<file path="src/rtl/alu_logic_bist_pkg.sv">
// Shared ALU definitions: op encoding, width,
// BIST fixed vectors and LFSR helpers.
package alu_logic_bist_pkg;

  localparam int XLEN = 64;

  localparam logic [1:0] OP_OR  = 2'd0;
  localparam logic [1:0] OP_AND = 2'd1;
  localparam logic [1:0] OP_XOR = 2'd2;

  localparam logic [XLEN-1:0] LFSR_MASK =
    64'hD800_0000_0000_0000;

  typedef struct packed {
    logic [XLEN-1:0] a;
    logic [XLEN-1:0] b;
  } vec_t;

  function automatic vec_t fix_vec(
    input logic [1:0] i
  );
    vec_t v;
    unique case (i)
      2'd0: v = '{a: 64'h0123_4567_89AB_CDEF,
                  b: 64'hFEDC_BA98_7654_3210};
      2'd1: v = '{a: 64'hFFFF_FFFF_FFFF_FFFF,
                  b: 64'h0000_0000_0000_0000};
      2'd2: v = '{a: 64'h1234_5678_90AB_CDEF,
                  b: 64'h0F0F_0F0F_0F0F_0F0F};
      default:
            v = '{a: 64'hAAAA_AAAA_AAAA_AAAA,
                  b: 64'h5555_5555_5555_5555};
    endcase
    return v;
  endfunction

  function automatic logic [XLEN-1:0] lfsr_step(
    input logic [XLEN-1:0] s
  );
    return {1'b0, s[XLEN-1:1]} ^
           (s[0] ? LFSR_MASK : '0);
  endfunction

  function automatic logic [XLEN-1:0] rand_b(
    input logic [XLEN-1:0] a
  );
    return ~{a[31:0], a[63:32]};
  endfunction

endpackage

</file>
<file path="src/rtl/alu_bist_lfsr.sv">
// 64-bit Galois shift-right LFSR with
// seed reload and advance enable.
module alu_bist_lfsr
  import alu_logic_bist_pkg::*;
#(
  parameter logic [XLEN-1:0] SEED =
    64'hACE1_2468_BDF1_3579
) (
  input  logic            clk,
  input  logic            rst_n,
  input  logic            load,
  input  logic            adv,
  output logic [XLEN-1:0] state,
  output logic [XLEN-1:0] nxt
);

  assign nxt = lfsr_step(state);

  always_ff @(posedge clk or negedge rst_n) begin
    if (!rst_n) begin
      state <= SEED;
    end else if (load) begin
      state <= SEED;
    end else if (adv) begin
      state <= nxt;
    end
  end

endmodule

</file>
<file path="src/rtl/alu_logic_bist.sv">
// BIST controller for the bitwise ALU units:
// applies vectors, checks results, reports status.
module alu_logic_bist
  import alu_logic_bist_pkg::*;
#(
  parameter int NUM_RAND      = 8,
  parameter int SETTLE_CYCLES = 1,
  parameter logic [XLEN-1:0] LFSR_SEED =
    64'hACE1_2468_BDF1_3579
) (
  input  logic            clk,
  input  logic            rst_n,
  input  logic            start,
  input  logic            clear,
  input  logic [1:0]      op_sel,
  output logic [XLEN-1:0] dut_a,
  output logic [XLEN-1:0] dut_b,
  input  logic [XLEN-1:0] dut_y,
  output logic            busy,
  output logic            done,
  output logic            pass,
  output logic [7:0]      fail_idx,
  output logic [XLEN-1:0] fail_y
);

  localparam logic [1:0] S_IDLE  = 2'd0;
  localparam logic [1:0] S_APPLY = 2'd1;
  localparam logic [1:0] S_CHECK = 2'd2;
  localparam logic [1:0] S_DONE  = 2'd3;

  localparam logic [7:0] LAST_IDX =
    8'(3 + NUM_RAND);
  localparam logic [15:0] SETTLE_LAST =
    16'(SETTLE_CYCLES - 1);

  logic [1:0]      state;
  logic [1:0]      op_q;
  logic [7:0]      idx;
  logic [7:0]      nidx;
  logic [15:0]     cnt;
  logic [XLEN-1:0] lfsr_q;
  logic [XLEN-1:0] lfsr_nxt;
  logic [XLEN-1:0] exp_y;
  vec_t            nxt_vec;
  logic            go;
  logic            hit;
  logic            lfsr_adv;

  assign go   = ((state == S_IDLE) ||
                 (state == S_DONE)) &&
                start && !clear;
  assign hit  = (dut_y == exp_y);
  assign nidx = idx + 8'd1;
  assign busy = (state == S_APPLY) ||
                (state == S_CHECK);
  assign done = (state == S_DONE);

  // vector 4 uses the seed itself; later ones step first
  assign lfsr_adv = !clear && (state == S_CHECK) &&
                    hit && (idx != LAST_IDX) &&
                    (nidx > 8'd4);

  alu_bist_lfsr #(
    .SEED (LFSR_SEED)
  ) u_lfsr (
    .clk   (clk),
    .rst_n (rst_n),
    .load  (go),
    .adv   (lfsr_adv),
    .state (lfsr_q),
    .nxt   (lfsr_nxt)
  );

  always_comb begin
    exp_y = '0;
    unique case (op_q)
      OP_OR:   exp_y = dut_a | dut_b;
      OP_AND:  exp_y = dut_a & dut_b;
      OP_XOR:  exp_y = dut_a ^ dut_b;
      default: exp_y = '0;
    endcase
  end

  always_comb begin
    nxt_vec = fix_vec(nidx[1:0]);
    unique case (1'b1)
      (nidx <  8'd4): nxt_vec = fix_vec(nidx[1:0]);
      (nidx == 8'd4): nxt_vec = '{a: lfsr_q,
                                  b: rand_b(lfsr_q)};
      default:        nxt_vec = '{a: lfsr_nxt,
                                  b: rand_b(lfsr_nxt)};
    endcase
  end

  always_ff @(posedge clk or negedge rst_n) begin
    if (!rst_n) begin
      state    <= S_IDLE;
      op_q     <= OP_OR;
      idx      <= '0;
      cnt      <= '0;
      dut_a    <= '0;
      dut_b    <= '0;
      pass     <= 1'b0;
      fail_idx <= '0;
      fail_y   <= '0;
    end else if (clear) begin
      state    <= S_IDLE;
      pass     <= 1'b0;
      fail_idx <= '0;
      fail_y   <= '0;
    end else begin
      unique case (state)
        S_IDLE, S_DONE: begin
          if (start) begin
            op_q     <= op_sel;
            pass     <= 1'b0;
            fail_idx <= '0;
            fail_y   <= '0;
            if (op_sel == 2'd3) begin
              fail_idx <= 8'hFF;
              state    <= S_DONE;
            end else begin
              idx            <= '0;
              cnt            <= '0;
              {dut_a, dut_b} <= fix_vec(2'd0);
              state          <= S_APPLY;
            end
          end
        end
        S_APPLY: begin
          if (cnt == SETTLE_LAST) begin
            state <= S_CHECK;
          end else begin
            cnt <= cnt + 16'd1;
          end
        end
        S_CHECK: begin
          if (!hit) begin
            fail_idx <= idx;
            fail_y   <= dut_y;
            state    <= S_DONE;
          end else if (idx == LAST_IDX) begin
            pass  <= 1'b1;
            state <= S_DONE;
          end else begin
            idx   <= nidx;
            cnt   <= '0;
            dut_a <= nxt_vec.a;
            dut_b <= nxt_vec.b;
            state <= S_APPLY;
          end
        end
        default: state <= S_IDLE;
      endcase
    end
  end

endmodule

</file>
<file path="config.mk">
export PLATFORM = sky130hd
export DESIGN_NAME = alu_logic_bist
export DESIGN_NICKNAME = d
export VERILOG_FILES = /design/src/rtl/alu_logic_bist_pkg.sv /design/src/rtl/alu_bist_lfsr.sv /design/src/rtl/alu_logic_bist.sv
export SDC_FILE = /design/constraint.sdc
export NUM_CORES = 1
export LEC_CHECK = 0
export BUFFER_PORTS_ARGS = -buffer_cell sky130_fd_sc_hd__buf_4
export CORE_MARGIN = 4
export CORE_UTILIZATION = 60
export CTS_BUF_LIST = sky130_fd_sc_hd__clkbuf_8
export DETAILED_ROUTE_END_ITERATION = 8
export PLACE_DENSITY = 0.8
export SYNTH_ARGS = -nofsm -noshare
export SYNTH_HDL_FRONTEND = slang
export SYNTH_HIERARCHICAL = 1
export SYNTH_SLANG_ARGS = --single-unit
</file>
<file path="constraint.sdc">
create_clock -name clk -period 5.4 [get_ports clk]
set_clock_uncertainty 0.15 [all_clocks]
set_input_delay 1.35 -clock clk [delete_from_list [all_inputs] [get_ports clk]]
set_output_delay 1.35 -clock clk [all_outputs]
set_load 0.01 [all_outputs]
</file>
==> run_results.csv <==
group,metric,value,unit
drt,ant_nets,0,
min_path,hp-class,"register to register",
placement,routabilityCongestion,0.997,
worst_setup_path,path_class,"register to register",
drt,wirelength,67500,um
placement,io_buffers,272,
global_routing,overflow,0,
die,ios,273,
die,rows,65,
synthesis,syn_area_per_cell,9.28,um2
drt,vias_per_cell,6.60,
placement,placed_cells,2564,
pwr,p_per_area,389,nW/um2
clock_network,hold_buffers,0,
worst_setup_path,cp-start-kind,"register",
finish,fin_util,0.697,
clock_network,cts_root_buf,"clkbuf_8",
finish,fin_cells,2651,
global_routing,antenna_found_initial,2,
finish,fin_nets,2424,
clock_network,numCtsBuffers,50,
synthesis,synth_ff_type,"dfrtp_1",
global_routing,grt_max_degree,115,
pwr,peakVddDrop,392,uV
placement,hpwl,49500,um
sta,max_freq,207,MHz
die,die-area,34800,um2
worst_setup_path,end_kind,"register",
clock_network,cts_tree,"yes",
worst_setup_path,path_max_fanout,25,
synthesis,synth_enable_flop_cells,0,
die,fp.dieH,187,um
synthesis,async_flop_share,1.00,
synthesis,syn_area,19200,um2
synthesis,yosys_warnings,6,
die,die_x,187,um
clock_network,cts_buffer_depth,3,
clock_network,ctsResizeCount,0,
synthesis,synth_cell_type_count,69,
synthesis,synth_seq_cells,293,
drt,post_drt_wl_per_cell,25.5,um
sta,setup_tns,0,ns
drt,vias,17500,
global_routing,grt_use_total,0.369,
die,core-area,31600,um2
worst_setup_path,crit_required,5.71,ns
sta,finalHoldViolations,0,
synthesis,synthCells,2064,
finish,n_fill_cell,2413,
clock_network,cts_max_level,2,
synthesis,synth.largest_area_cell,"dfrtp_1",
job,drv_cap,0,
sta,fin_crit_sh,0.893,
sta,period_needed,4.82,ns
clock_network,clock_sinks,293,
sta,slew_headroom,0.255,
outcome,status,"finished, final reports clean",
sta,drv_slew,0,
drt,drc_errors,0,
clock_network,clk_pin_slew_worst_paths,0.06,ns
synthesis,synth.yosys.seq_area_share,0.385,
finish,syn_to_final_growth,14.8,%
sta,finalSetupViolCount,0,
synthesis,synthTopCellsByArea,"dfrtp_1, ha_1, mux2i_1, dfstp_2, a21oi_1",
worst_setup_path,crit_arrival,5.13,ns
synthesis,yosysTopAreaCellShare,0.340,
die,initial_core_util,0.607,
sta,max_slew.worst_pin.slew,1.11,ns
sta,rsz0062_at_grt,"no",
global_routing,grt_pass1_vias,16600,
clock_network,post-cts-setup-buffers,0,
drt,dr.pass1.iters,6,
clock_network,clock_latency,0.61,ns
drt,detail_route.iter0.violations,2526,
finish,layout-drive-gt1-share,0.224,
pwr,leakage,9.69,nW
synthesis,syn_nets,2274,
global_routing,grt_first_pass_wirelength,102000,um
## critical path, cell delays in order, from the launching register on
cell,delay [ns]
dfrtp_2,0.56
nor2b_4,0.72
a32oi_1,0.35
xor2_1,0.23
nand4_1,0.15
or3_1,0.41
a2111oi_4,0.40
nand4_1,0.36
nor4_2,0.55
buf_4,0.42
mux2i_1,0.28
nor2_1,0.07
## where the power goes
part,switching (mW),internal [mW]
logic,2.33,1.32
clock network,0.948,1.19
registers,0.337,2.42
total,3.61,4.94
## Yosys cell counts (all sizes together) (20+ instances only)
master and n:
dfrtp 260, dfstp 33, mux2 62, a21oi 145, nand4 82, nand3 22
clkbuf 97, and3 27, o21ai 152, buf 118, xnor2 41, a32oi 25
inv 153, nand2b 85, xor2 20, nor2 88, a22oi 26, nand2 163
mux2i 104, ha 140
## path summary, 6_finish.rpt
path / startpoint / end / slack [ns] / depth (start not counted)
min in group asynchronous: rst_n / fail_y[0] / 0.62 / 1
setup / recovery: op_q[1] / u_lfsr/state[33] / 0.58 / 11
hold reg to reg: pass / pass / 0.36 / 1
max in group asynchronous: rst_n / u_lfsr/state[63] / 3.22 / 2
setup reg to reg: op_q[1] / u_lfsr/state[33] / 0.58 / 11
hold / removal: pass / pass / 0.36 / 1
## kinds of logic (layout without fill, tap and decap cells)
group / Yosys count / after routing / synth area share
DFF: 293 / 293 / 0.385
and+or+nand+nor: 543 / 543 / 0.145
buffers and inverters: 368 / 552 / 0.0948
adders and majority gates: 140 / 140 / 0.0914
AOI/OAI and AO/OA: 493 / 493 / 0.165
other: 0 / 1 / 0
muxes: 166 / 166 / 0.0908
xor gates and xnor gates: 61 / 61 / 0.0279
## flip-flops by register name, indices dropped and copies added (netlist names), 2 cells and up
| name | cells |
|---|---|
| idx | 8 |
| u_lfsr/state | 64 |
| cnt | 16 |
| dut_b | 64 |
| op_q | 2 |
| dut_a | 64 |
| fail_idx | 8 |
| fail_y | 64 |
| state | 2 |
## metal layers
metal,up-vias,part of all wire,track usage
li1,7520,-,-
met1,8507,0.38,0.493
met2,1211,0.45,0.574
met3,248,0.12,0.0892
met4,2,0.057,0.169
met5,-,0.00030,0
## cell usage in the layout, fill, tap and decap left out, types with 41 or more instances in the layout
cell / n
a21oi_1: 144
buf_4: 305
clkbuf_8: 63
dfrtp_1: 259
ha_1: 139
inv_1: 162
mux2_2: 61
mux2i_1: 104
nand2_1: 162
nand2b_1: 85
nand4_1: 82
nor2_1: 86
o21ai_0: 144
xnor2_1: 41
## cell type report
class / count / area, um2 / area share
multi-input cells: 1403 / 10000 / 0.456
clock inverters: 23 / 185 / 0.00842
flip-flops and latches: 293 / 7370 / 0.335
repair buffers: 313 / 2440 / 0.111
diodes: 1 / 2.50 / 0.000114
inverters: 153 / 574 / 0.0261
well taps: 402 / 503 / 0.0229
clock buffers: 63 / 867 / 0.0394
## stage by stage
step | total power [mW] | hold WS (ns) | worst slack, ns | instance area [um2]
floorplan | 4.92 | 0.356 | 0.942 | 19200
global placement | 6.24 | 0.336 | 0.554 | 20900
detailed placement | 6.33 | 0.347 | 0.504 | 20900
CTS | 8.46 | 0.361 | 0.721 | 22000
global route | 8.88 | 0.388 | 0.423 | 22000
finish | 8.55 | 0.356 | 0.576 | 22000
Note: power is estimated with default switching activity, not from simulation.
